--- src/rtl/link_pkg.sv ---
// link_pkg: constants and state types shared by the command-link responder.
package link_pkg;
   localparam logic [7:0] POS_ACK      = 8'hA5;
   localparam logic [7:0] ACK          = 8'h5A;
   localparam int         BAUD_DIV_DEF = 2604;
   typedef enum logic {WAIT_HIGH, WAIT_LOW} asm_state_t;
   typedef enum logic {IDLE, SHIFT} tx_state_t;
   typedef enum logic [1:0] {RX_IDLE, RX_START, RX_DATA, RX_STOP} rx_state_t;
endpackage

--- src/rtl/uart_byte_rx.sv ---
// uart_byte_rx: 8N1 receiver with input synchronizer, mid-bit sampling and framing check.
module uart_byte_rx
   import link_pkg::*;
#(
   parameter int BAUD_DIV = BAUD_DIV_DEF
) (
   input  logic       clk,
   input  logic       rst_n,
   input  logic       RX,
   output logic [7:0] data,
   output logic       valid,
   output logic       frame_err,
   output logic       start_edge
);
   localparam logic [11:0] FULL = 12'(BAUD_DIV - 1);
   localparam logic [11:0] HALF = 12'(BAUD_DIV / 2 - 1);
   logic rx_s1, rx_s2, rx_d;
   rx_state_t st;
   logic [11:0] cnt;
   logic [3:0] bits;
   assign start_edge = (st == RX_IDLE) && rx_d && !rx_s2;
   always_ff @(posedge clk or negedge rst_n)
      if (!rst_n) begin
         rx_s1     <= 1'b1;
         rx_s2     <= 1'b1;
         rx_d      <= 1'b1;
         st        <= RX_IDLE;
         cnt       <= '0;
         bits      <= '0;
         data      <= '0;
         valid     <= 1'b0;
         frame_err <= 1'b0;
      end else begin
         rx_s1     <= RX;
         rx_s2     <= rx_s1;
         rx_d      <= rx_s2;
         valid     <= 1'b0;
         frame_err <= 1'b0;
         if (st == RX_IDLE) begin
            if (start_edge) begin
               st  <= RX_START;
               cnt <= HALF;
            end
         end else if (cnt != '0)
            cnt <= cnt - 1'b1;
         else begin
            cnt <= FULL;
            case (st)
               RX_START: begin
                  st   <= rx_s2 ? RX_IDLE : RX_DATA;
                  bits <= '0;
               end
               RX_DATA: begin
                  data <= {rx_s2, data[7:1]};
                  bits <= bits + 1'b1;
                  if (bits == 4'd7) st <= RX_STOP;
               end
               default: begin
                  valid     <= rx_s2;
                  frame_err <= !rx_s2;
                  st        <= RX_IDLE;
               end
            endcase
         end
      end
endmodule

--- src/rtl/cmd_link_responder.sv ---
// cmd_link_responder: assembles UART byte pairs into 16-bit commands and
// serializes one-byte responses back onto the link.
module cmd_link_responder
   import link_pkg::*;
#(
   parameter int BAUD_DIV = BAUD_DIV_DEF,
   parameter int TIMEOUT  = 65536
) (
   input  logic        clk,
   input  logic        rst_n,
   input  logic        RX,
   output logic        TX,
   output logic [15:0] cmd,
   output logic        cmd_rdy,
   input  logic        clr_cmd_rdy,
   input  logic [7:0]  resp,
   input  logic        send_resp,
   output logic        resp_sent,
   output logic        tx_busy
);
   localparam logic [11:0] FULL   = 12'(BAUD_DIV - 1);
   localparam logic [16:0] TO_MAX = 17'(TIMEOUT);
   logic [7:0] rx_byte, hi;
   logic rx_valid, rx_err, rx_edge;
   asm_state_t asm_st;
   logic [16:0] to_cnt;
   tx_state_t tx_st;
   logic [9:0] tx_sh;
   logic [11:0] tx_cnt;
   logic [3:0] tx_bits;

   uart_byte_rx #(.BAUD_DIV(BAUD_DIV)) u_rx (
      .clk       (clk),
      .rst_n     (rst_n),
      .RX        (RX),
      .data      (rx_byte),
      .valid     (rx_valid),
      .frame_err (rx_err),
      .start_edge(rx_edge)
   );

   always_ff @(posedge clk or negedge rst_n)
      if (!rst_n) begin
         asm_st  <= WAIT_HIGH;
         hi      <= '0;
         to_cnt  <= '0;
         cmd     <= '0;
         cmd_rdy <= 1'b0;
      end else begin
         if (rx_valid && asm_st == WAIT_LOW)
            cmd_rdy <= 1'b1;
         else if (clr_cmd_rdy || (rx_edge && asm_st == WAIT_HIGH))
            cmd_rdy <= 1'b0;
         if (rx_err)
            asm_st <= WAIT_HIGH;
         else if (rx_valid) begin
            if (asm_st == WAIT_HIGH) begin
               hi     <= rx_byte;
               to_cnt <= '0;
               asm_st <= WAIT_LOW;
            end else begin
               cmd    <= {hi, rx_byte};
               asm_st <= WAIT_HIGH;
            end
         end else if (asm_st == WAIT_LOW) begin
            // a stalled low byte abandons the pending high byte
            if (rx_edge) to_cnt <= '0;
            else if (to_cnt == TO_MAX) asm_st <= WAIT_HIGH;
            else to_cnt <= to_cnt + 1'b1;
         end
      end

   always_ff @(posedge clk or negedge rst_n)
      if (!rst_n) begin
         tx_st     <= IDLE;
         tx_sh     <= '1;
         tx_cnt    <= '0;
         tx_bits   <= '0;
         TX        <= 1'b1;
         tx_busy   <= 1'b0;
         resp_sent <= 1'b0;
      end else begin
         resp_sent <= 1'b0;
         if (tx_st == IDLE) begin
            if (send_resp) begin
               tx_sh   <= {1'b1, resp, 1'b0};
               TX      <= 1'b0;
               tx_busy <= 1'b1;
               tx_cnt  <= FULL;
               tx_bits <= '0;
               tx_st   <= SHIFT;
            end
         end else if (tx_cnt != '0)
            tx_cnt <= tx_cnt - 1'b1;
         else if (tx_bits == 4'd9) begin
            tx_st     <= IDLE;
            TX        <= 1'b1;
            tx_busy   <= 1'b0;
            resp_sent <= 1'b1;
         end else begin
            tx_sh   <= {1'b1, tx_sh[9:1]};
            TX      <= tx_sh[1];
            tx_bits <= tx_bits + 1'b1;
            tx_cnt  <= FULL;
         end
      end
endmodule

--- config.mk ---
export PLATFORM = sky130hd
export DESIGN_NAME = cmd_link_responder
export DESIGN_NICKNAME = d
export VERILOG_FILES = /design/src/rtl/link_pkg.sv /design/src/rtl/uart_byte_rx.sv /design/src/rtl/cmd_link_responder.sv
export SDC_FILE = /design/constraint.sdc
export NUM_CORES = 1
export LEC_CHECK = 0
export ABC_AREA = 1
export CAP_MARGIN = 20
export CORE_MARGIN = 3
export CORE_UTILIZATION = 35
export DETAILED_ROUTE_END_ITERATION = 10
export SLEW_MARGIN = 20
export SYNTH_ARGS = -nofsm -noshare
export SYNTH_HDL_FRONTEND = slang
export SYNTH_HIERARCHICAL = 1
export SYNTH_SLANG_ARGS = --single-unit
--- constraint.sdc ---
create_clock -name clk -period 2.28 [get_ports clk]
set_clock_uncertainty 0.1 [all_clocks]
set_input_delay 0.456 -clock clk [delete_from_list [all_inputs] [get_ports clk]]
set_output_delay 0.456 -clock clk [all_outputs]
set_load 0.05 [all_outputs]
==> results.md, run 1 <==
- Worst-Margin Slew: 0.5736 ns
- VDD IR-drop max: 0.4429 mV
- Share of power burned in registers: 44.9%
- Root Buffer: clkbuf_16
- Cell Pwr Density: 838.6 nW/µm²
- Post-synth ARST share: 100.0%
- Die area: 17360 µm²
- R2r endpoint: to_cnt[16]$_DFFE_PN0P_
- Buf/Inv on CP: 1
- Vias in the first global route: 4339
- Cell leakage power: 3.116 nW
- Antenna Diode Count: 0
- Sequential share of the synthesized area: 46.39%
- Internal: 3.444 mW
- Adder-cell share of the synthesized area: 2.939%
- GRT overflow: 0
- Hold path endpoint: u_rx/rx_s2$_DFF_PN1_
- Core Region: 15310 µm²
- Worst skew pair latency: 0.35 ns
- Synth Area in Compound Gates: 5.562%
- CTS tree: done
- Fmax: 478.3 MHz
- Fin. Hold Viols: 0
- Worst Hold Launch: u_rx/rx_s1$_DFF_PN1_
- Iteration-0 DRC Markers: 259
- Port Buf Inserts: 32
- Syn. warnings: 6
- WP data arrival: 1.53 ns
- # H-tree levels: 3
- CP Max Fanout: 2
- Multi-input gate area: 2592 µm²
- WL/cell: 11.74 µm
- Vias: 4532
- Post-CTS setup buffers: 0
- Worst min path class: flop to flop
- Die Wd: 131.7 µm
- FF/Latch Area: 2567 µm²
- R2R Setup Slk: 0.30 ns
- Crit-path leading delay family: buffers and inverters
- IO Pins: 33
- Max-cap viol count: 0
- Clk pwr share: 28.9%
- Minimum clock period: 2.091 ns
- Worst Hold Path Cells: 0
- Final Wtd Congestion: 0.8047
- Xor/xnor share of the synthesized area: 1.266%
- Mux cell area share after synthesis: 1.628%
- Switching power: 1.938 mW
- Logic pwr share: 26.2%
- Max Slew Vio Count: 0
- Status: finished, final reports clean
- Cells after synthesis: 720
- Final worst slack: 0.1893 ns
- Synth Area in Simple Gates: 35.45%
- Post-route ant nets: 0
- Final period util: 91.70%
- Sw Share: 36.02%
- Largest family of logic cells by synthesized area: simple AND/OR/NAND/NOR gates
- Worst path max stage delay: 0.82 ns
- EDFF count, synth: 0
- Post-DP HPWL: 8017 µm
- Area Growth Syn to Fin: 15.98%
- Starting Density: 36.14%
- Setup Crit Path Kind: flop to output port
- Post-synthesis register bit count: 102
- Avg Cell Area, Syn: 7.686 µm²
- CP Cell Sequence: clkdlybuf4s50_1
- Post-synth top flop: dfrtp_1
- Setup TNS: 0 ns
- Vias per cell: 4.667
- Worst Setup End Kind: output port
- Clk sinks: 102
- RSZ-0062 raised after global routing: false
- Startpoint types: flop
- CP required: 1.72 ns
- Clock Tree Buf Depth: 2
- Mapped Area: 5534 µm²
- Cts bufs inserted: 9
- DRT Wirelength: 11400 µm
- Mapped Nets: 746
- Unique masters post-synth: 38
- Clk pin slew, worst setup/hold paths: 0.08 ns
- Fin nets: 781
- Gr usage total: 13.74%
- Worst Reg-to-Reg Cells: 13
- DRC violations left: 0
- Die H: 131.7 µm
- # fillers: 1539
- Relative slew slack: 61.67%
- Largest net degree at the start of global routing: 42
- Final setup vio count: 0
- CP max stage cell: clkdlybuf4s50_1
- Worst slack, placed: 0.2740 ns
- Pre-antenna DRT Iters: 5
- Row count: 45
- FF-to-FF Start: u_rx/st[0]$_DFFE_PN0P_
- Global-route wire length before repair: 20310 µm
- Initial antenna violation count: 0
- Layout cells sized above 1: 10.66%
-- placed cells by master (no fill, tap or decap), types with 13 or more instances in the layout --
master / netlist / final
clkdlybuf4s50_1: 0 / 30
nor2_1: 59 / 59
dfrtp_1: 90 / 90
inv_1: 70 / 70
nand3_1: 54 / 54
nand4_1: 27 / 27
o21ai_0: 28 / 28
o21ai_1: 16 / 16
ha_1: 13 / 13
nand2_1: 260 / 260
-- worst max path at each step --
stage,endpoint,slack [ns],from,cells after the start
global route,to_cnt[16]$_DFFE_PN0P_,0.05,u_rx/st[0]$_DFFE_PN0P_,13
detailed placement,to_cnt[16]$_DFFE_PN0P_,0.27,u_rx/st[0]$_DFFE_PN0P_,13
floorplan,to_cnt[11]$_DFFE_PN0P_,0.34,u_rx/st[0]$_DFFE_PN0P_,13
global placement,to_cnt[13]$_DFFE_PN0P_,0.34,u_rx/st[0]$_DFFE_PN0P_,13
finish,cmd_rdy,0.19,cmd_rdy$_DFFE_PN0P_,1
CTS,TX,0.02,TX$_DFFE_PN1P_,1
-- repair_timing --
action                                  4_1_cts  5_1_grt
endpoints found under the setup margin        0        2
hold endpoints to repair                     25        0
hold buffers                                  1        0
resized for setup                             0        2
-- flip-flops by register name, indices dropped and copies added (netlist names), 2 cells and up --
signal,count
tx_cnt,12
u_rx/bits,4
hi,8
u_rx/cnt,12
u_rx/data,8
u_rx/st,2
cmd,16
to_cnt,17
tx_bits,4
tx_sh,8
-- power groups by stage --
stage | Sequential (mW) | Combinational (mW) | Clock, mW
6_report | 2.41 | 1.41 | 1.56
5_1_grt | 2.46 | 1.66 | 1.68
4_1_cts | 2.41 | 1.43 | 1.62
3_5_place_dp | 2.44 | 1.42 | 0
3_3_place_gp | 2.44 | 1.41 | 0
2_1_floorplan | 2.39 | 1.11 | 0
-- metal layers --
layer | up-vias | wire (µm) | GRT usage, %
li1 | 2379 | - | -
met1 | 2090 | 5661 | 18.89
met2 | 55 | 5273 | 21.86
met3 | 8 | 326 | 3.092
met4 | 0 | 136 | 4.026
met5 | - | 0 | 0
-- stage by stage --
stage / hold slack (ns) / std cells / total power [mW] / cell area (µm²) / utilization [%]
after floorplan: 0.06041 / 720 / 3.494 / 5534 / -
after global placement: 0.2610 / 954 / 3.852 / 6100 / 39.83
after detailed placement: 0.2580 / 954 / 3.867 / 6100 / 39.83
after CTS: 0.2745 / 971 / 5.460 / 6412 / 41.87
after global routing: 0.2781 / 971 / 5.802 / 6419 / 41.91
final: 0.2734 / 971 / 5.382 / 6419 / 41.91
-- Yosys cell counts, types with 2 or more instances --
cell type | count | area [µm²]
dfstp_2 | 12 | 315.3
nand2_2 | 6 | 37.54
mux2_2 | 8 | 90.09
nand2_1 | 260 | 975.9
clkbuf_1 | 7 | 26.28
inv_1 | 70 | 262.8
a21oi_1 | 4 | 20.02
o21ai_1 | 16 | 80.08
o21ai_0 | 28 | 140.1
buf_2 | 8 | 40.04
xnor2_1 | 2 | 17.52
ha_1 | 13 | 162.7
nor2_8 | 2 | 40.04
a21o_1 | 2 | 15.01
nor3_1 | 7 | 35.03
buf_6 | 2 | 22.52
dfrtp_1 | 90 | 2252
o22ai_1 | 2 | 12.51
nor2_2 | 6 | 37.54
nor2_1 | 59 | 221.5
xor2_1 | 6 | 52.55
nor2_4 | 3 | 33.78
nand4_1 | 27 | 168.9
nand3_1 | 54 | 270.3
inv_2 | 5 | 18.77
nand2_4 | 5 | 56.30
or2_2 | 5 | 31.28
-- final cells by class --
| class | instances | area share (%) |
|---|---|---|
| clock buffer | 10 | 3.723 |
| clock inverter | 6 | 0.9942 |
| inverter | 76 | 4.444 |
| multi-input combinational | 525 | 40.39 |
| sequential | 102 | 40.00 |
| tap | 211 | 4.113 |
| timing repair buffer | 41 | 6.335 |
-- cells by family (layout without fill, tap and decap cells) --
| kind of cell | count (synthesis) | count (layout) |
|---|---|---|
| AO/OA/AOI/OAI | 57 | 57 |
| XOR/XNOR | 8 | 8 |
| adder cells (fa/ha/maj) | 13 | 13 |
| buffers and inverters | 93 | 133 |
| flip-flops | 102 | 102 |
| multiplexers | 8 | 8 |
| AND/OR/NAND/NOR | 439 | 439 |
Power figures use the tool's default switching activity.
==> inputs of run 2 (changes only) <==
Settings changed: CORE_MARGIN 3 to 2, HOLD_SLACK_MARGIN from default to 0.03.
==> run 2 against run 1 <==
Count of clock-buffer cells in the layout fell by 1. Largest power group unchanged. Maximum frequency is 1.1% lower. Largest cell class unchanged. Worst hold slack improved by 0.0051 ns. Cell count grew 0.10%. Wire length rose by 0.71%. Combinational power about the same.
==> results.md, run 2 (synthesis results as in run 1) <==
- Worst Setup End Kind: output port
- Fmax: 472.9 MHz (-1.1%)
- Largest register FFs: 17 (unchanged)
- Status: finished, final reports clean
- Worst slack, placed: 0.2345 ns (-0.03950 ns)
- Minimum clock period: 2.115 ns (+0.02393 ns)
- Vias per cell: 4.664 (about the same)
- Most common cell after layout, fill and taps aside: nand2_1
- Antenna Diode Count: 0 (unchanged)
- Root Buffer: clkbuf_16
- Post-DP HPWL: 8197 µm (+2.3%)
- WL/cell: 11.81 µm (+0.61%)
- Worst Hold Launch: u_rx/rx_s2$_DFF_PN1_
- Relative slew slack: 62.91% (+1.2 points)
- Max Slew Vio Count: 0 (unchanged)
- Final period util: 92.75% (+1.0 points)
- Gr usage total: 15.06% (+1.3 points)
- IO Pins: 33 (unchanged)
- Post-route ant nets: 0 (unchanged)
- WP data arrival: 1.56 ns (+0.03 ns)
- DRC violations left: 0 (unchanged)
- DRT Wirelength: 11480 µm (+0.71%)
- Clock Tree Buf Depth: 2 (unchanged)
- Post-CTS setup buffers: 0 (unchanged)
- CTS tree: done
- CP Max Fanout: 2 (unchanged)
- RSZ-0062 raised after global routing: false
- Most frequent cells in the layout: nand2_1, dfrtp_1, inv_1
- R2r endpoint: to_cnt[13]$_DFFE_PN0P_
- Core Region: 15310 µm² (unchanged)
- Setup Crit Path Kind: flop to output port
- Final setup vio count: 0 (unchanged)
- Crit-path leading delay family: buffers and inverters
- Die area: 16830 µm² (-3.0%)
- Worst path max stage delay: 0.82 ns (about the same)
- Fin nets: 782 (+0.13%)
- Fin. Hold Viols: 0 (unchanged)
- Cell Pwr Density: 852.5 nW/µm² (+1.7%)
- FF-to-FF Start: u_rx/st[0]$_DFFE_PN0P_
- Biggest register: to_cnt
- Vias: 4533 (+0.022%)
- R2R Setup Slk: 0.32 ns (+0.02 ns)
- Max-cap viol count: 0 (unchanged)
- Setup TNS: 0 ns (unchanged)
- Cts bufs inserted: 9 (unchanged)
- Initial antenna violation count: 0 (unchanged)
- Starting Density: 36.14% (unchanged)
- Row count: 45 (unchanged)
- CP max stage cell: clkdlybuf4s50_1
- Hold path endpoint: u_rx/rx_d$_DFF_PN1_
- Worst min path class: flop to flop
- Worst-Margin Slew: 0.5550 ns (-0.01855 ns)
- Worst skew pair latency: 0.36 ns (about the same)
- Largest regs: to_cnt x17, cmd x16
- Clk sinks: 102 (unchanged)
- GRT overflow: 0 (unchanged)
- VDD IR-drop max: 0.4029 mV (-9.0%)
- Clk pin slew, worst setup/hold paths: 0.08 ns (about the same)
- CP required: 1.72 ns (about the same)
- Iteration-0 DRC Markers: 308 (+19%)
- Worst Reg-to-Reg Cells: 13 (unchanged)
- Final worst slack: 0.1654 ns (-0.02393 ns)
- Die Wd: 129.7 µm (-1.5%)
- Area Growth Syn to Fin: 16.57%
- Worst Hold Path Cells: 0 (unchanged)
- CP Cell Sequence: clkdlybuf4s50_1
- Finished Layout Cells: 972 (+0.10%)
- Hold Worst Slack: 0.2786 ns (+0.005135 ns)
- Pre-antenna DRT Iters: 5 (unchanged)
- Startpoint types: flop
- Layout cells sized above 1: 10.78% (+0.12 points)
- # H-tree levels: 3 (unchanged)
- Placed insts: 955 (+0.10%)
- Largest net degree at the start of global routing: 40 (-4.8%)
- Global-route wire length before repair: 20370 µm (+0.31%)
- Cell leakage power: 3.133 nW (+0.57%)
- Port Buf Inserts: 32 (unchanged)
- Buf/Inv on CP: 1 (unchanged)
- Final Wtd Congestion: 0.7922 (-1.6%)
- Vias in the first global route: 4292 (-1.1%)
- Die H: 129.7 µm (-1.5%)
run 2: power by group:
part	switching [mW]	internal [mW]	total, mW
logic	0.881	0.532	1.41
registers	0.307	2.11	2.42
clock network	0.778	0.892	1.67
run 2: area by class of cell:
cell class | instances | area [µm²]
clock buffers | 9 | 225.2
well taps | 211 | 264.0
clock inverters | 7 | 102.6
repair buffers | 42 | 414.1
flip-flops and latches | 102 | 2567
fillers | 1555 | 8864
multi-input cells | 525 | 2592
inverters | 76 | 285.3
run 2: what timing repair did:
| action | 4_1_cts | 5_1_grt |
|---|---|---|
| hold endpoints to repair | 14 | 0 |
| resized for setup | 0 | 2 |
| hold buffers | 1 | 0 |
| setup endpoints to repair | 0 | 2 |
run 2: metal layers:
layer	vias up	part of all wire, %	global-route usage (%)
met5	-	0	0
met4	0	1.2	4.364
met2	39	46	23.10
met3	11	2.5	3.321
li1	2371	-	-
met1	2112	50	21.46
run 2: worst max path at each step:
stage,slack (ns),depth (start not counted),endpoint,start
after floorplan,0.34,13,to_cnt[11]$_DFFE_PN0P_,u_rx/st[0]$_DFFE_PN0P_
after global placement,0.34,13,to_cnt[16]$_DFFE_PN0P_,u_rx/st[0]$_DFFE_PN0P_
after detailed placement,0.23,13,to_cnt[13]$_DFFE_PN0P_,u_rx/st[0]$_DFFE_PN0P_
after CTS,0.02,1,TX,TX$_DFFE_PN1P_
after global routing,0.09,13,to_cnt[16]$_DFFE_PN0P_,u_rx/st[0]$_DFFE_PN0P_
final,0.17,1,cmd[7],cmd[7]$_DFFE_PN0P_
run 2: per-stage QoR:
step                cell area, µm²  power [mW]  utilization, %
floorplan                     5534       3.494               -
global placement              6107       3.856           39.88
detailed placement            6107       3.870           39.88
CTS                           6445       5.571           42.08
global route                  6451       5.922           42.12
finish                        6451       5.500           42.12
